--- config.mk ---
export PLATFORM = sky130hd
export DESIGN_NAME = alu_front_pipe
export DESIGN_NICKNAME = d
export VERILOG_FILES = /design/src/rtl/alu_front_pipe.sv
export SDC_FILE = /design/constraint.sdc
export NUM_CORES = 1
export LEC_CHECK = 0
export CAP_MARGIN = 20
export CORE_MARGIN = 2
export CORE_UTILIZATION = 50
export DETAILED_ROUTE_END_ITERATION = 10
export GPL_ROUTABILITY_DRIVEN = 0
export GPL_TIMING_DRIVEN = 1
export PLACE_DENSITY = 0.81
export SLEW_MARGIN = 20
export SYNTH_ARGS = -nofsm -noshare
export SYNTH_HDL_FRONTEND = slang
export SYNTH_SLANG_ARGS = --single-unit
--- constraint.sdc ---
create_clock -name clk -period 6.3 [get_ports clk]
set_input_delay 0.63 -clock clk [delete_from_list [all_inputs] [get_ports clk]]
set_output_delay 0.63 -clock clk [all_outputs]
set_load 0.1 [all_outputs]
--- src/rtl/alu_front_pipe.sv ---
// ALU operand front-end: decodes shift/pass-through operand selection, then carries
// the result through a STAGES-deep valid/ready pipeline with flush.
module alu_front_pipe #(
    parameter int          WIDTH    = 32,
    parameter int          STAGES   = 2,
    parameter logic [4:0]  RTYPE_OP = 5'b01001
) (
    input  logic             clk,
    input  logic             rst_n,
    input  logic             flush,
    input  logic             in_valid,
    output logic             in_ready,
    input  logic [4:0]       aluop,
    input  logic [5:0]       func,
    input  logic [4:0]       shamt,
    input  logic [WIDTH-1:0] op1,
    input  logic [WIDTH-1:0] op2,
    output logic             out_valid,
    input  logic             out_ready,
    output logic [WIDTH-1:0] out_1,
    output logic [WIDTH-1:0] out_2,
    output logic             out_shift,
    output logic             out_arith
);
    localparam int SW = $clog2(WIDTH);
    localparam int DW = 2 * WIDTH + 2;

    logic [WIDTH-1:0] dec_1;
    logic [WIDTH-1:0] dec_2;
    logic             dec_shift;
    logic             dec_arith;
    logic [DW-1:0]    stage_data [STAGES];
    logic [STAGES-1:0] stage_vld;
    logic             advance;

    always_comb begin
        dec_1     = op1;
        dec_2     = op2;
        dec_shift = 1'b0;
        dec_arith = 1'b0;
        if (aluop == RTYPE_OP) begin
            case (func)
                6'h00, 6'h02, 6'h03: begin
                    dec_1     = op2;
                    dec_2     = {{(WIDTH-5){1'b0}}, shamt};
                    dec_shift = 1'b1;
                    dec_arith = (func == 6'h03);
                end
                // Variable shifts take the amount from rs, masked to the datapath width.
                6'h04, 6'h06, 6'h07: begin
                    dec_1     = op2;
                    dec_2     = {{(WIDTH-SW){1'b0}}, op1[SW-1:0]};
                    dec_shift = 1'b1;
                    dec_arith = (func == 6'h07);
                end
                default: begin
                    dec_1     = op1;
                    dec_2     = op2;
                    dec_shift = 1'b0;
                    dec_arith = 1'b0;
                end
            endcase
        end
    end

    assign advance  = !stage_vld[STAGES-1] || out_ready;
    assign in_ready = advance && !flush;

    always_ff @(posedge clk) begin
        if (!rst_n) begin
            stage_vld <= '0;
            for (int i = 0; i < STAGES; i++) stage_data[i] <= '0;
        end else begin
            if (flush) begin
                stage_vld <= '0;
            end else if (advance) begin
                stage_vld[0] <= in_valid;
                for (int i = 1; i < STAGES; i++) stage_vld[i] <= stage_vld[i-1];
            end
            // Data follows advance even on flush; only valid bits carry meaning.
            if (advance) begin
                stage_data[0] <= {dec_shift, dec_arith, dec_2, dec_1};
                for (int i = 1; i < STAGES; i++) stage_data[i] <= stage_data[i-1];
            end
        end
    end

    assign out_valid = stage_vld[STAGES-1];
    assign {out_shift, out_arith, out_2, out_1} = stage_data[STAGES-1];
endmodule

==> impl_metrics.ini <==
[critical_path]
critPathRequiredTime_ns = 5.67
endpoint_kind = output port
cp_max_fo = 58
worstSetupStartpointType = input pin
reg2reg_from = stage_vld[1]
crit_start = out_ready
worstRegToRegCells = 3
setup.worst_path.class = in -> out
cp.arrival_ns = 2.94

[min_path]
hold_path_class = reg -> reg
hp-start = stage_vld[0]
hold-path-cell-count = 2

[synth]
ys_seq_area_share_pct = 64.8
syn_area_per_cell_um2 = 13.4
synthTopCellsByArea = edfxtp_1, and3_1, buf_4, mux2i_1, nand3_1
synthDistinctLibCells = 24
synth_most_common_cell = edfxtp_1
synthFlopType = edfxtp_1
yosys_warnings = 0
yosys-top-cells-count = edfxtp_1, and3_1, buf_4, nand3_1, mux2i_1
postSynthCellCount = 462
synth_area_mm2 = 0.00618
synthesis.nets = 547
synth_edf_count = 132
synth_top_area_share_pct = 64.1
ys_async_sr_fraction_pct = 0
yosysTopAreaCell = edfxtp_1
synth-seq-cells = 134

[detailed_routing]
wl_per_cell_um = 17.4
drt-vias-per-instance = 5.27
vias = 3765
drc_errors = 0
wl_um = 12500
drt_first_pass_iters = 4
initialDrtViolationCount = 341
ant_nets = 0

[timing]
whs_ns = 0.471
maxSlewViolCount = 0
fin_ws_ns = 2.73
worst_slew_pin_slew_ns = 1.03
period_share_pct = 56.6
rsz0062_at_grt = false
slew_headroom_pct = 31.1
hold_viol_final = 0
fin_setup_tns_ns = 0
fmax_mhz = 280
setup_viol = 0
period_minus_slack_ns = 3.57
fin_worst_skew_ns = 0.00598

[floorplan]
initial_core_util_pct = 51.2
ioPinCount = 153
dieArea_mm2 = 0.0133
core_mm2 = 0.0121
die_h_um = 115
die_w_um = 115
rows = 40

[cells_and_area]
final_nets = 618
drive_gt1_share_pct = 6.41
post-route-cell-area_mm2 = 0.00783
n_antenna_cell = 0
area_growth_pct = 26.7

[clocking]
cts-htree-levels = 4
cts_tree = built
root_buffer = clkbuf_16
cts_made_buffers = 17
cts.sinks = 134
cts_resized = 0
cts_setup_buffers = 0
path_clk_slew_ns = 0.05
ctsHoldBuffers = 0
cts_buffer_depth = 2
clk_latency_ns = 0.41

[run]
max_cap_violations = 0

[grt]
grt_pass1_vias = 3749
grtUsageTotal_pct = 19.2
grt_pass1_wl_um = 19000
antenna_found_initial = 0
grt_max_degree = 133
grt-ovfl-total = 0

[power_and_ir_drop]
total_power_w = 0.00232
max-vdd-ir-drop_v = 0.000192
leakage_nw = 3.29
powerDensity_mw_per_mm2 = 296

[place]
dp_worst_setup_slack_ns = 2.73
port_buffers = 152
detailed_place_hpwl_um = 7830
dpl_cell_area_mm2 = 0.00726

[outcome]
status = finished, final reports clean
==> routing by layer <==
layer  routed length [um]  GRT usage, %  vias to the layer above  part of all wire, %
met4                  544          11.8                        0                  4.4
li1                     -             -                     1800                    -
met1                 4730          21.9                     1791                   38
met3                  672          4.90                       38                  5.4
met2                 6510          32.4                      136                   52
met5                    0             0                        -                    0
==> cell type report <==
cell class	count	area, um2
multi-input cells	222	1490
repair buffers	157	1560
clock inverters	14	140
clock buffers	18	429
inverters	1	3.75
flip-flops and latches	134	4000
well taps	168	210
fillers	891	4230
==> critical path, stage by stage <==
cell and delay (ns):
clkdlybuf4s50_1 0.48, nand2b_4 0.47, nor2b_1 0.21, clkdlybuf4s50_1 1.14
==> sequential cells by signal, summed over array words and instances (netlist names) <==
register    flops
stage_data    132
stage_vld       2
==> power breakdown <==
group | switching, W | total [W] | internal [W] | leakage (nW)
clock network | 0.000349 | 0.000959 | 0.000610 | 0.278
registers | 0.0000115 | 0.00104 | 0.00103 | 1.57
logic | 0.000217 | 0.000325 | 0.000108 | 1.44
total | 0.000577 | 0.00232 | 0.00174 | 3.29
==> path summary, 6_finish.rpt <==
path / end / slack [ns]
worst min register to register: stage_vld[1] / 0.47
worst max register to register: stage_data[0][51] / 3.98
worst min-delay path: stage_vld[1] / 0.47
worst max-delay path: in_ready / 2.73
==> logic make-up (layout without fill, tap and decap cells) <==
logic type / after synthesis / after routing / share of synthesized area [%]
buf+inv: 106 / 190 / 11.3
flops: 134 / 134 / 64.8
compound gates: 11 / 11 / 1.19
mux: 38 / 38 / 6.15
simple gates: 173 / 173 / 16.6
==> per-stage QoR <==
stage | instances | util [%]
2_1_floorplan | 462 | -
4_1_cts | 714 | 64.9
3_5_place_dp | 682 | 60.2
6_report | 714 | 64.9
3_3_place_gp | 682 | 60.2
5_1_grt | 714 | 64.9
==> placed cells by master (no fill, tap or decap), drive strengths merged, types with 2 or more instances in the layout <==
master         count
clkdlybuf4s50    151
edfxtp           132
and3              94
nand3             65
mux2i             38
clkbuf            18
clkinv            10
buf                6
a31oi              5
a211oi             5
nand2              3
bufinv             3
nand2b             3
nor4b              2
nor2               2
dfxtp              2
Power figures use the tool's default switching activity.
